$ cat config.mk
export PLATFORM = sky130hd
export DESIGN_NAME = cam_pixel_capture
export DESIGN_NICKNAME = d
export VERILOG_FILES = /design/src/rtl/cam_pixel_capture.sv
export SDC_FILE = /design/constraint.sdc
export NUM_CORES = 1
export LEC_CHECK = 0
export CORE_UTILIZATION = 46
export DETAILED_ROUTE_END_ITERATION = 10
export PLACE_DENSITY = 0.7
export SKIP_LAST_GASP = 1
export SLEW_MARGIN = 20
export SYNTH_ARGS = -nofsm -noshare
export SYNTH_HDL_FRONTEND = slang
export SYNTH_SLANG_ARGS = --single-unit
$ cat constraint.sdc
create_clock -name i_clk -period 1.9 [get_ports i_clk]
set_input_delay 0.38 -clock i_clk [delete_from_list [all_inputs] [get_ports i_clk]]
set_output_delay 0.38 -clock i_clk [all_outputs]
set_load 0.01 [all_outputs]
$ cat src/rtl/cam_pixel_capture.sv
// Parallel camera capture front end: pairs bus bytes into RGB565 pixels,
// tracks row/column, generates frame-buffer write addresses and flags geometry errors.
module cam_pixel_capture #(
  parameter int p_width   = 160,
  parameter int p_height  = 120,
  parameter int p_coord_w = 10,
  parameter int p_addr_w  = 15
) (
  input  logic                 i_clk,
  input  logic                 i_rst,
  input  logic                 i_vsync,
  input  logic                 i_href,
  input  logic [7:0]           i_data,
  input  logic                 i_enable,
  output logic                 o_valid,
  output logic [15:0]          o_data,
  output logic [p_coord_w-1:0] o_row,
  output logic [p_coord_w-1:0] o_col,
  output logic [p_addr_w-1:0]  o_addr,
  output logic                 o_frame_start,
  output logic                 o_frame_done,
  output logic [7:0]           o_frame_count,
  output logic                 o_err_line_len,
  output logic                 o_err_line_cnt
);

  localparam logic [1:0] st_sync   = 2'd0;
  localparam logic [1:0] st_wait   = 2'd1;
  localparam logic [1:0] st_skip   = 2'd2;
  localparam logic [1:0] st_active = 2'd3;

  localparam int c_bcnt_w = $clog2(2 * p_width + 2) + 1;

  localparam logic [p_coord_w-1:0] c_width      = p_coord_w'(p_width);
  localparam logic [p_coord_w-1:0] c_height     = p_coord_w'(p_height);
  localparam logic [p_addr_w-1:0]  c_width_a    = p_addr_w'(p_width);
  localparam logic [c_bcnt_w-1:0]  c_line_bytes = c_bcnt_w'(2 * p_width);

  logic                 vsync_r, href_r, enable_r;
  logic [7:0]           data_r;
  logic                 vsync_d, href_d;
  logic [1:0]           state;
  logic                 seen_high;
  logic                 phase;
  logic [7:0]           hi_byte;
  logic [c_bcnt_w-1:0]  byte_cnt;
  logic [p_coord_w-1:0] col, row;
  logic [p_addr_w-1:0]  addr, line_base;

  logic                 href_rise, vsync_rise, line_end, pix_ok, line_len_bad;
  logic [p_coord_w-1:0] row_inc, col_inc, row_final;
  logic [c_bcnt_w-1:0]  bcnt_inc;

  assign href_rise    = href_r & ~href_d;
  assign vsync_rise   = vsync_r & ~vsync_d;
  // A vsync rise while a line is open closes that line in the same cycle.
  assign line_end     = href_d & (~href_r | vsync_rise);
  assign row_inc      = (row == '1) ? row : row + p_coord_w'(1);
  assign col_inc      = (col == '1) ? col : col + p_coord_w'(1);
  assign bcnt_inc     = (byte_cnt == '1) ? byte_cnt : byte_cnt + c_bcnt_w'(1);
  assign row_final    = line_end ? row_inc : row;
  assign pix_ok       = (col < c_width) && (row < c_height);
  assign line_len_bad = (byte_cnt != c_line_bytes) | phase;

  always_ff @(posedge i_clk) begin
    if (i_rst) begin
      vsync_r        <= 1'b0;
      href_r         <= 1'b0;
      enable_r       <= 1'b0;
      data_r         <= '0;
      vsync_d        <= 1'b0;
      href_d         <= 1'b0;
      state          <= st_sync;
      seen_high      <= 1'b0;
      phase          <= 1'b0;
      hi_byte        <= '0;
      byte_cnt       <= '0;
      col            <= '0;
      row            <= '0;
      addr           <= '0;
      line_base      <= '0;
      o_valid        <= 1'b0;
      o_data         <= '0;
      o_row          <= '0;
      o_col          <= '0;
      o_addr         <= '0;
      o_frame_start  <= 1'b0;
      o_frame_done   <= 1'b0;
      o_frame_count  <= '0;
      o_err_line_len <= 1'b0;
      o_err_line_cnt <= 1'b0;
    end else begin
      vsync_r       <= i_vsync;
      href_r        <= i_href;
      enable_r      <= i_enable;
      data_r        <= i_data;
      vsync_d       <= vsync_r;
      href_d        <= href_r;
      o_valid       <= 1'b0;
      o_frame_start <= 1'b0;
      o_frame_done  <= 1'b0;

      case (state)
        st_sync: begin
          if (vsync_r) begin
            seen_high <= 1'b1;
          end else if (seen_high) begin
            seen_high <= 1'b0;
            state     <= st_wait;
          end
        end

        st_wait: begin
          if (vsync_r) begin
            seen_high <= 1'b1;
            state     <= st_sync;
          end else if (href_rise) begin
            if (enable_r) begin
              state          <= st_active;
              o_frame_start  <= 1'b1;
              o_err_line_len <= 1'b0;
              o_err_line_cnt <= 1'b0;
              o_row          <= '0;
              o_col          <= '0;
              o_addr         <= '0;
              row            <= '0;
              col            <= '0;
              addr           <= '0;
              line_base      <= '0;
              hi_byte        <= data_r;
              phase          <= 1'b1;
              byte_cnt       <= c_bcnt_w'(1);
            end else begin
              state <= st_skip;
            end
          end
        end

        st_skip: begin
          if (vsync_rise) begin
            seen_high <= 1'b1;
            state     <= st_sync;
          end
        end

        st_active: begin
          if (line_end) begin
            if (line_len_bad) o_err_line_len <= 1'b1;
            col      <= '0;
            row      <= row_inc;
            phase    <= 1'b0;
            byte_cnt <= '0;
            // Re-base from the row start so short or long lines never skew later rows.
            if (row < c_height) begin
              line_base <= line_base + c_width_a;
              addr      <= line_base + c_width_a;
            end
          end

          if (vsync_rise) begin
            o_frame_done  <= 1'b1;
            o_frame_count <= o_frame_count + 8'd1;
            if (row_final != c_height) o_err_line_cnt <= 1'b1;
            seen_high     <= 1'b1;
            state         <= st_sync;
          end else if (href_r) begin
            if (href_rise || !phase) begin
              hi_byte  <= data_r;
              phase    <= 1'b1;
              byte_cnt <= href_rise ? c_bcnt_w'(1) : bcnt_inc;
            end else begin
              phase    <= 1'b0;
              byte_cnt <= bcnt_inc;
              col      <= col_inc;
              if (pix_ok) begin
                o_valid <= 1'b1;
                o_data  <= {hi_byte, data_r};
                o_row   <= row;
                o_col   <= col;
                o_addr  <= addr;
                addr    <= addr + p_addr_w'(1);
              end
            end
          end
        end

        default: state <= st_sync;
      endcase
    end
  end

endmodule

==> impl_results.md <==
* Status: completed
* Hold_sp: i_rst
* Vias per cell at approximately 5.7
* Crit-path cells: nand3_1, nor3_4, nor2_2, or3b_2, a21boi_1, a31oi_1
* CP Depth at 6
* Slew @ Worst Pin at ~0.45 ns
* Setup CP Type: reg2reg
* Multi-input logic area at roughly 3600 um2
* Seq/Total Area, Yosys at a little over two fifths
* Share of cells above drive strength 1 at between 10% and 20%
* Crit path from: row[9]
* Syn Nets at approximately 840
* Total negative slack at 0 ns
* Max Slew Vio Count at 0
* Hold Crit Class: in2reg
* Post-synthesis cell type count at 70
* Number of global-route vias before repair at ~5.8k
* Drt wl/cell at roughly 15 um
* Pre-antenna DRT Iters at 6
* Clock sink count at 144
* Storage cell area at ~2900 um2
* CTS H-Tree Depth at 4
* Clock Path Buffers at 2
* Clock Latency Late Sink at roughly 0.43 ns
* # fillers at 1221
* WP buf/inv at 0
* Crit Path Max Fanout at 5
* Mean Syn Cell Area at 8.04 um2
* DR iter-0 viols at 550
* Clock Skews at roughly 0.0073 ns
* Post-Layout Cell Count at between 1k and 1.5k
* Num CTS Buffers at 17
* CTS tree: done
* Worst reg2reg startpoint: row[9]
* Hpwl dp at 12.0 mm
* Synth Warn # at 0
* Placed insts at approximately 1.1k
* Gate Count Post-Synth at slightly above 800
* Routed WL at between 15 and 20 mm
* IO Port Bufs at 76
* F_max at 537 MHz
* Crit path max-delay family: simple AND/OR/NAND/NOR gates
* Power per cell area at 751 nW/um2
* Post-place setup slack at -0.0271 ns
* Height of the die at between 100 and 150 um
* Die Footprint at 14700 um2
* Main synth FF type: dfxtp_1
* First-pass GRT wire length at 28.5 mm
* Placement Rows at 43
* Total track usage at 24.4%
* Antenna violations before repair at 0
* Post-route minimum period at around 1.9 ns
* Final net count at 966
* Reg clk slew, reported paths at about 0.06 ns
* RSZ-0062 raised after global routing: yes
* Mapped cell area at about 6600 um2
* Congestion Overflow GR at 0
* Final Cycle Share at roughly 100%
* Static leakage at ~3.2 nW
* Worst vdd ir at 0.634 mV
* Critical-path top delay cell: or3b_2
* Synthesis-stage register bit count at between 100 and 150
* Relative slew slack at 70.1%
* Area Overhead vs Synth at 33.3%
* Max cap viols at 0
* Worst Path Arrival at 2.16 ns
* CP endpoint kind: register
* Largest stage delay, worst path at 0.45 ns
* Via count at 6459
* Post-route DRC at 0
* Worst EP required at between 2 and 2.5 ns
* Hold_buf cts at 0
* Clock Tree Root: clkbuf_16
* Initial Util at around 47%
* Largest net degree at the start of global routing at 43
* Die Wd at about 120 um
* WHS Path Cells at 2
* IO Pins at between 70 and 80
* Setup ws final at between 0.03 and 0.04 ns
* # diodes at 0
* Antenna viol nets, final at 0
* Asr flop ratio synth at 0%
* Post-synth EDFFs at 0
* Area of the core at ~14000 um2
* Final hold violations at 0
* Final setup vio count at 0
* Startpoint types: register
* Routability Congestion at about 0.9
* FF-to-FF path depth at 6
[cells in the final DEF (no fill, tap or decap), types with 16 or more instances in the layout]
| cell | Yosys | final |
|---|---|---|
| a21oi_1 | 105 | 104 |
| and3_1 | 16 | 16 |
| buf_4 | 4 | 84 |
| clkbuf_16 | 0 | 17 |
| clkdlybuf4s50_1 | 0 | 75 |
| dfxtp_1 | 144 | 137 |
| nand2_1 | 113 | 113 |
| nand3_1 | 55 | 54 |
| nor2_1 | 84 | 82 |
| nor3_1 | 23 | 20 |
| o21ai_0 | 33 | 32 |
[cell families after synthesis]
group / count (synthesis) / synth area share, %
AO/OA/AOI/OAI: 215 / 19.9
XOR/XNOR: 19 / 2.54
adder cells (fa/ha/maj): 7 / 1.34
buffers and inverters: 58 / 3.99
flip-flops: 144 / 43.9
multiplexers: 12 / 1.87
AND/OR/NAND/NOR: 361 / 26.4
[flip-flops by register name, summed over array words and instances, names as in the netlist, 10 cells and up]
signal	flops
col	10
line_base	10
o_data	16
o_row	10
byte_cnt	10
o_addr	15
o_col	10
row	10
addr	15
[routing by layer]
metal | global-route usage [%] | up-vias | share of wire, %
li1 | - | 3181 | -
met1 | 34.1 | 3045 | 49
met2 | 35.9 | 204 | 44
met3 | 6.11 | 29 | 5.1
met4 | 8.80 | 0 | 1.6
met5 | 0 | - | 0
[Yosys cell counts, types with 10 or more instances]
library cell,number,area (um2)
nand4_1,13,81.3
nor3_1,23,115
a31oi_1,10,62.6
mux2i_1,10,100
a311oi_1,10,87.6
nor2_1,84,315
nand2_1,113,424
clkbuf_1,26,97.6
o21ai_0,33,165
nor2b_1,14,87.6
dfxtp_1,144,2880
buf_2,16,80.1
nand3_1,55,275
a21oi_1,105,526
and3_1,16,100
xor2_1,12,105
[worst paths after layout]
check	end	slack, ns
max	o_err_line_cnt	0.04
min	vsync_d	0.38
max reg2reg	o_err_line_cnt	0.04
min reg2reg	o_row[0]	0.45
[final cells by class]
class | instances | share of cell area (%)
repair buffers | 163 | 16.7
flip-flops and latches | 144 | 33.1
inverters | 6 | 0.258
well taps | 180 | 2.58
clock inverters | 12 | 1.55
clock buffers | 19 | 5.07
multi-input cells | 614 | 40.7
[power breakdown]
part | leakage [nW] | internal [mW] | switching, mW
clock | 0.278 | 1.97 | 1.33
combinational | 1.73 | 0.0850 | 0.120
sequential | 1.17 | 3.04 | 0.0198
total | 3.17 | 5.09 | 1.47
[through the flow]
step                      power, mW  utilization, %  instance area (um2)  hold WS, ns
after floorplan                3.23               -                 6570        0.431
after global placement         3.32            57.8                 8030        0.438
after detailed placement       3.32            57.8                 8030        0.444
after CTS                      6.60            62.1                 8620        0.373
after global routing           6.77            63.0                 8740        0.395
final                          6.57            63.0                 8740        0.378
[repair_timing]
action	in CTS	in global routing
pin swaps	0	3
resized for setup	4	29
setup buffers	0	0
endpoints found under the setup margin	7	89
No activity file was read; power rests on OpenSTA's default activity.
